===== src/rtl/c3lib_tie_ovrd_pkg.sv =====
// Shared types and constants for the tie-low override sequencer.
package c3lib_tie_ovrd_pkg;

  typedef enum logic [1:0] {
    TIED   = 2'b00,
    SETTLE = 2'b01,
    OVRD   = 2'b10
  } tie_ovrd_state_e;

  // Value a strap bit takes when driven by its metal tie-low cell.
  localparam logic TIE_VAL = '0;

  function automatic int unsigned settle_cnt_width(input int unsigned settle_cyc);
    return $clog2(settle_cyc + 1);
  endfunction

endpackage


===== src/rtl/c3lib_tie_ovrd_settle_cnt.sv =====
// Loadable saturating down-counter timing the post-change settle window.
module c3lib_tie_ovrd_settle_cnt #(
  parameter int unsigned CNT_W = 3
) (
  input  logic             clk,
  input  logic             rst,
  input  logic             load,
  input  logic [CNT_W-1:0] load_val,
  output logic             zero,
  output logic [CNT_W-1:0] cnt
);

  logic [CNT_W-1:0] cnt_q, cnt_d;

  always_comb begin
    cnt_d = cnt_q;
    if (load) begin
      cnt_d = load_val;
    end else if (cnt_q != '0) begin
      cnt_d = cnt_q - CNT_W'(1);
    end
  end

  always_ff @(posedge clk or posedge rst) begin
    if (rst) begin
      cnt_q <= '0;
    end else begin
      cnt_q <= cnt_d;
    end
  end

  assign cnt  = cnt_q;
  assign zero = (cnt_q == '0);

endmodule


===== src/rtl/c3lib_tie_ovrd_ctrl.sv =====
// Strap override sequencer: shadow register, atomic commit/revert, settle window.
// Optional parity checking on committed data is enabled by C3LIB_TIE_OVRD_PARITY_EN.
module c3lib_tie_ovrd_ctrl
  import c3lib_tie_ovrd_pkg::*;
#(
  parameter int unsigned WIDTH      = 16,
  parameter int unsigned SETTLE_CYC = 4
) (
  input  logic             clk,
  input  logic             rst,
  input  logic             wr_en,
  input  logic [WIDTH-1:0] wr_data,
`ifdef C3LIB_TIE_OVRD_PARITY_EN
  input  logic             wr_par,
  output logic             cfg_err,
`endif
  input  logic             commit_req,
  input  logic             revert_req,
  output logic [WIDTH-1:0] cfg_out,
  output logic             cfg_ovrd,
  output logic             busy,
  output logic             done,
  output logic [WIDTH-1:0] shadow_q
);

  localparam int unsigned    CntW       = settle_cnt_width(SETTLE_CYC);
  localparam logic [CntW-1:0] SettleLoad = CntW'(SETTLE_CYC - 1);

  tie_ovrd_state_e  state_q, state_d;
  logic             target_ovrd_q, target_ovrd_d;
  logic [WIDTH-1:0] cfg_out_q, cfg_out_d;
  logic [WIDTH-1:0] shadow_d;
  logic             commit_ok;
  logic             commit_rej;
  logic             cnt_load;
  logic             cnt_zero;
  logic [CntW-1:0]  cnt;

  // A same-cycle write lands in the shadow and is what a commit applies.
  assign shadow_d = wr_en ? wr_data : shadow_q;

`ifdef C3LIB_TIE_OVRD_PARITY_EN
  logic par_q, par_d;
  logic cfg_err_q;

  assign par_d     = wr_en ? wr_par : par_q;
  assign commit_ok = ((^shadow_d) == par_d);

  always_ff @(posedge clk or posedge rst) begin
    if (rst) begin
      par_q     <= 1'b0;
      cfg_err_q <= 1'b0;
    end else begin
      par_q     <= par_d;
      cfg_err_q <= commit_rej;
    end
  end

  assign cfg_err = cfg_err_q;
`else
  assign commit_ok = 1'b1;
`endif

  always_comb begin
    state_d       = state_q;
    target_ovrd_d = target_ovrd_q;
    cfg_out_d     = cfg_out_q;
    cnt_load      = 1'b0;
    commit_rej    = 1'b0;
    unique case (state_q)
      TIED: begin
        if (commit_req) begin
          if (commit_ok) begin
            cfg_out_d     = shadow_d;
            target_ovrd_d = 1'b1;
            state_d       = SETTLE;
            cnt_load      = 1'b1;
          end else begin
            commit_rej = 1'b1;
          end
        end
      end
      OVRD: begin
        // Revert takes priority over a simultaneous commit.
        if (revert_req) begin
          cfg_out_d     = {WIDTH{TIE_VAL}};
          target_ovrd_d = 1'b0;
          state_d       = SETTLE;
          cnt_load      = 1'b1;
        end else if (commit_req) begin
          if (commit_ok) begin
            cfg_out_d     = shadow_d;
            target_ovrd_d = 1'b1;
            state_d       = SETTLE;
            cnt_load      = 1'b1;
          end else begin
            commit_rej = 1'b1;
          end
        end
      end
      SETTLE: begin
        if (cnt_zero) begin
          state_d = target_ovrd_q ? OVRD : TIED;
        end
      end
      default: begin
        state_d   = TIED;
        cfg_out_d = {WIDTH{TIE_VAL}};
      end
    endcase
  end

  always_ff @(posedge clk or posedge rst) begin
    if (rst) begin
      state_q       <= TIED;
      target_ovrd_q <= 1'b0;
      cfg_out_q     <= {WIDTH{TIE_VAL}};
      shadow_q      <= '0;
    end else begin
      state_q       <= state_d;
      target_ovrd_q <= target_ovrd_d;
      cfg_out_q     <= cfg_out_d;
      shadow_q      <= shadow_d;
    end
  end

  c3lib_tie_ovrd_settle_cnt #(
    .CNT_W (CntW)
  ) u_settle_cnt (
    .clk      (clk),
    .rst      (rst),
    .load     (cnt_load),
    .load_val (SettleLoad),
    .zero     (cnt_zero),
    .cnt      (cnt)
  );

  // The counter is reloaded on every entry, so it can never exceed the load value.
  assert property (@(posedge clk) disable iff (rst) cnt <= SettleLoad);

  assign cfg_out  = cfg_out_q;
  assign busy     = (state_q == SETTLE);
  assign done     = (state_q == SETTLE) && cnt_zero;
  assign cfg_ovrd = (state_q == OVRD);

endmodule


===== config.mk =====
export PLATFORM = sky130hd
export DESIGN_NAME = c3lib_tie_ovrd_ctrl
export DESIGN_NICKNAME = d
export VERILOG_FILES = /design/src/rtl/c3lib_tie_ovrd_pkg.sv /design/src/rtl/c3lib_tie_ovrd_settle_cnt.sv /design/src/rtl/c3lib_tie_ovrd_ctrl.sv
export SDC_FILE = /design/constraint.sdc
export NUM_CORES = 1
export LEC_CHECK = 0
export ABC_AREA = 1
export CAP_MARGIN = 10
export CORE_UTILIZATION = 35
export CTS_BUF_LIST = sky130_fd_sc_hd__clkbuf_4
export CTS_CLUSTER_DIAMETER = 150
export DETAILED_ROUTE_END_ITERATION = 10
export PLACE_DENSITY = 0.77
export SETUP_SLACK_MARGIN = 0.2
export SLEW_MARGIN = 20
export SYNTH_ARGS = -nofsm -noshare
export SYNTH_HDL_FRONTEND = slang
export SYNTH_HIERARCHICAL = 1
export SYNTH_SLANG_ARGS = --single-unit

===== constraint.sdc =====
create_clock -name clk -period 1.23 [get_ports clk]
set_clock_uncertainty 0.05 [all_clocks]
set_input_delay 0.369 -clock clk [delete_from_list [all_inputs] [get_ports clk]]
set_output_delay 0.369 -clock clk [all_outputs]
set_load 0.01 [all_outputs]

# After elaboration in Yosys (flattened, before gate mapping)
# Index checks and enable logic that the tools add are counted.
# totals
wordCells,32
ff_bits,38
# op_classes
reduce_logical,6
eq_ne,3
n_mux,17
add_sub_neg,1
# op_table
operator,n
$mux 16,3
$pmux 16 s3,1
$mux 2,4
$mux 3,2
$pmux 2 s3,1
$mux 1,4
$pmux 1 s2,2
$reduce_bool 2->1,2
$logic_not 3->1,1
$reduce_bool 3->1,1
$sub 3x1->3 const B,1
$eq 2x1->1 const B,1
$eq 2x2->1 const B,1
$logic_not 2->1,1
$ne 2x1->1 const B,1
$logic_and 1x1->1,1

# Logic depth before layout (Yosys ltp)
# logic_depth
word_depth,4
mapped_depth,8
depth_no_buf,7

# Modules after synthesis
# Netlist, hierarchy kept.
# modules_own_cells
module,cells_each,area_per_inst_um2,seq_area_each_um2,n_inst
c3lib_tie_ovrd_ctrl,215,1684.1,875.8,1
c3lib_tie_ovrd_settle_cnt,33,211.5,75.1,1

# Least setup slack after synthesis
# No wires, ideal clock.
# synth_timing
path_kind,register to output
from,reg u_settle_cnt.cnt_q[0] (netlist: u_settle_cnt/cnt[0])
to,out done
stages_incl_launch_ff,7
required_ns,0.811
arrival_ns,0.977
path_slack_ns,-0.166
path_cell_list,dfrtp_1 > inv_1 > ha_1 > inv_1 > nor2_2 > inv_1 > nor2_1
# synth_between
elab_chain_len,2
# synth_lines
element,line_no,source
"start, declared",c3lib_tie_ovrd_settle_cnt.sv:13,"logic [CNT_W-1:0] cnt_q, cnt_d;"
"start signal, assigned",c3lib_tie_ovrd_settle_cnt.sv:28,cnt_q <= cnt_d;
$logic_not 3->1,c3lib_tie_ovrd_settle_cnt.sv:33,assign zero = (cnt_q == '0);
via cnt_zero,c3lib_tie_ovrd_ctrl.sv:36,logic cnt_zero;
$logic_and 1x1->1,c3lib_tie_ovrd_ctrl.sv:143,assign done = (state_q == SETTLE) && cnt_zero;
"end, declared",c3lib_tie_ovrd_ctrl.sv:22,"output logic done,"
# The timed path passes the listed nets, and every way through them passes these cells.

# Worst setup path in the final report
# layout_timing
from,reg u_settle_cnt.cnt_q[1] (netlist: u_settle_cnt/cnt[1])
to,out done
# Same word-level chain as after synthesis.

==> reports/metrics.cfg <==
[status]
outcome=finished with violations
violations=setup timing

[floorplanning]
start_util_pct=36.6
die_h_um=75.6
coreArea_sq_mm=0.00517
dieWidth_um=75.6
fp-row-count=26
dieArea_sq_mm=0.00571
num_io_pins=56

[timing]
fin_ws_ns=-0.547
final-setup-viol-count=56
finalHoldWorstSlack_ns=0.215
fmax_mhz=563
finalHoldViolations=0
post-route-min-period_ns=1.78
rsz0062_at_grt=yes
drv_slew=0
finalCritPeriodShare_pct=144

[clock_network]
numCtsBuffers=5
clock_latency_ns=0.36
htree_levels=2
clock_path_buffers=2
cts_hold_buffers=0
root_buffer=clkbuf_4
cts_tree=yes
clkTransAtPathRegs_ns=0.12
cts_sinks=38

[logic_synthesis]
ys_warn_count=6
syn_area_per_cell_sq_um=7.64
syn_area_sq_mm=0.00190
async_flop_share_pct=100
syn_inst=248
ys_ff_latch=38
synth_area_leader_cell=dfrtp_1
ys_seq_area_share_pct=50.2
synth_edf_count=0
synth_area_leaders=dfrtp_1, nand2_1, nor2_1, nand3_1, nand2_2
synth_ff_type=dfrtp_1
ys_types=18
synthMostInstantiatedCell=nand2_1
ys_top_cells_by_count=nand2_1, dfrtp_1, nor2_1, nand3_1
yosysTopAreaCellShare_pct=50.2

[finish]
drive_gt1_share_pct=47.4
multi_input_area_sq_mm=0.00103
n_antenna_cell=0
syn_to_final_growth_pct=78.5
instances_no_fill=452
seq_area_sq_um=951
num-fill-cells=408
num-nets-final=404

[pwr]
p_sw_mw=2.86
intPower_mw=4.20
p_sw_share_pct=40.6
power_frac_seq_pct=26.7
worst_ir_drop_vdd_v=0.00119
pwr-share-clk_pct=12.6
comb_power_share_pct=60.7
p_leak_nw=1.81
power_density_mw_per_mm2=2090

[detailed_routing]
first_pass_iters=4
routedWlPerCell_um=13.6
drc_errors=0
ant_nets=0
drtIter0Drc=76
wirelength_um=6140
vias=2085
vias_per_cell=4.61

[critical_path]
r2r_end=u_settle_cnt/cnt[0]$_DFFE_PP0P_
critPathRequiredTime_ns=0.81
r2r_cells=10
path_max_fanout=2
startpoint_type=register
arrival_ns=1.36
r2r_start=state_q[0]$_DFFE_PP0P_
r2r_setup_slack_ns=-0.18
worst_setup_path_end_kind=output pin
crit_type=register to output pin

[global_routing]
grtUsageTotal_pct=22.1
use_met2_pct=38.3
grtUsageMet3_pct=5.29
antenna_found_initial=0
grt_use_met1_pct=28.2
grt_pass1_vias=1996
grt_max_degree=20
top_usage_layer=met2
grt_pass1_wl_um=9260
overflow=0

[placement]
dp_hpwl_um=3660
dp_cells=410
place_congestion=0.844
portBuffers=55

[job]
cap_violations=0

[hold_path]
hold_path_class=input pin to async pin

-- flip-flops by register name (all words and copies together) (netlist names) --
signal / flops
state_q: 2
u_settle_cnt/cnt: 3
cfg_out: 16
target_ovrd_q: 1
shadow_q: 16
-- cells in the final DEF (no fill, tap or decap) --
cell type	instances
a21oi_2	2
buf_12	4
buf_2	22
buf_4	63
buf_6	23
bufbuf_16	1
bufinv_16	1
clkbuf_4	5
clkdlybuf4s50_1	17
clkinvlp_4	3
conb_1	3
dfrtp_1	38
dlygate4sd2_1	3
ha_1	1
ha_4	1
inv_1	4
inv_2	8
inv_4	1
inv_6	1
inv_8	1
nand2_1	100
nand2_2	13
nand2_4	4
nand2_8	4
nand3_1	16
nand3_2	2
nand3_4	1
nor2_1	19
nor2_2	7
nor2_4	12
o21ai_2	2
-- per-stage QoR --
stage | TNS (ns) | setup WS (ns) | power [mW] | cell area (sq um) | util [%]
finish | -7.21 | -0.547 | 7.06 | 3380 | 65.4
global route | -9.64 | -0.629 | 7.53 | 3380 | 65.4
CTS | -4.45 | -0.550 | 6.27 | 3090 | 59.7
detailed placement | -14.29 | -0.585 | 4.93 | 2870 | 55.5
global placement | -13.62 | -0.555 | 4.81 | 2870 | 55.5
floorplan | -0.114 | -0.114 | 3.36 | 1950 | -
-- timing repair --
action / in CTS / in global routing
gates cloned: 2 / 0
pin swaps: 6 / 6
gates resized for setup: 178 / 44
buffers inserted: 19 / 13
setup endpoints to repair: 73 / 57
-- worst max-delay path by stage --
stage,from,to,cells past startpoint,slack [ns]
6_report,u_settle_cnt/cnt[1]$_DFFE_PP0P_,done,7,-0.55
5_1_grt,u_settle_cnt/cnt[1]$_DFFE_PP0P_,done,7,-0.63
4_1_cts,u_settle_cnt/cnt[1]$_DFFE_PP0P_,done,7,-0.55
3_5_place_dp,u_settle_cnt/cnt[1]$_DFFE_PP0P_,done,7,-0.58
3_3_place_gp,u_settle_cnt/cnt[0]$_DFFE_PP0P_,done,7,-0.56
2_1_floorplan,u_settle_cnt/cnt[0]$_DFFE_PP0P_,done,6,-0.11
-- power groups by stage --
stage	combinational [mW]	clock, mW	sequential (mW)
after floorplan	1.33	0	2.03
after global placement	2.92	0	1.88
after detailed placement	3.04	0	1.88
after CTS	3.53	0.901	1.84
after global routing	4.65	0.966	1.91
final	4.28	0.892	1.89
-- final cells by class --
class	instances	area share (%)
Timing Repair Buffer	133	34.0
Multi-Input combinational cell	187	30.5
Clock buffer	5	1.11
Tap cell	70	2.59
Sequential cell	38	28.1
Clock inverter	3	1.33
Inverter	16	2.33
-- cells by family after synthesis --
group                    after synthesis  share of synthesized area (%)
other                                  2                          0.396
flip-flops                            38                           50.2
adder cells (fa/ha/maj)                2                           1.32
buffers and inverters                 25                           8.78
AO/OA/AOI/OAI                          4                           1.06
AND/OR/NAND/NOR                      177                           38.3
-- critical path: stages, from the launching register on --
cell and delay (ns):
dfrtp_1 0.42, inv_2 0.09, ha_4 0.14, inv_2 0.04, nor2_4 0.09, inv_2 0.04
nor2_2 0.06, buf_2 0.13
-- metal layers --
layer	up-vias	routed length, um
li1	1010	-
met1	995	2470
met2	72	3250
met3	8	351
met4	0	70
met5	-	0
Power figures use the tool's default switching activity.
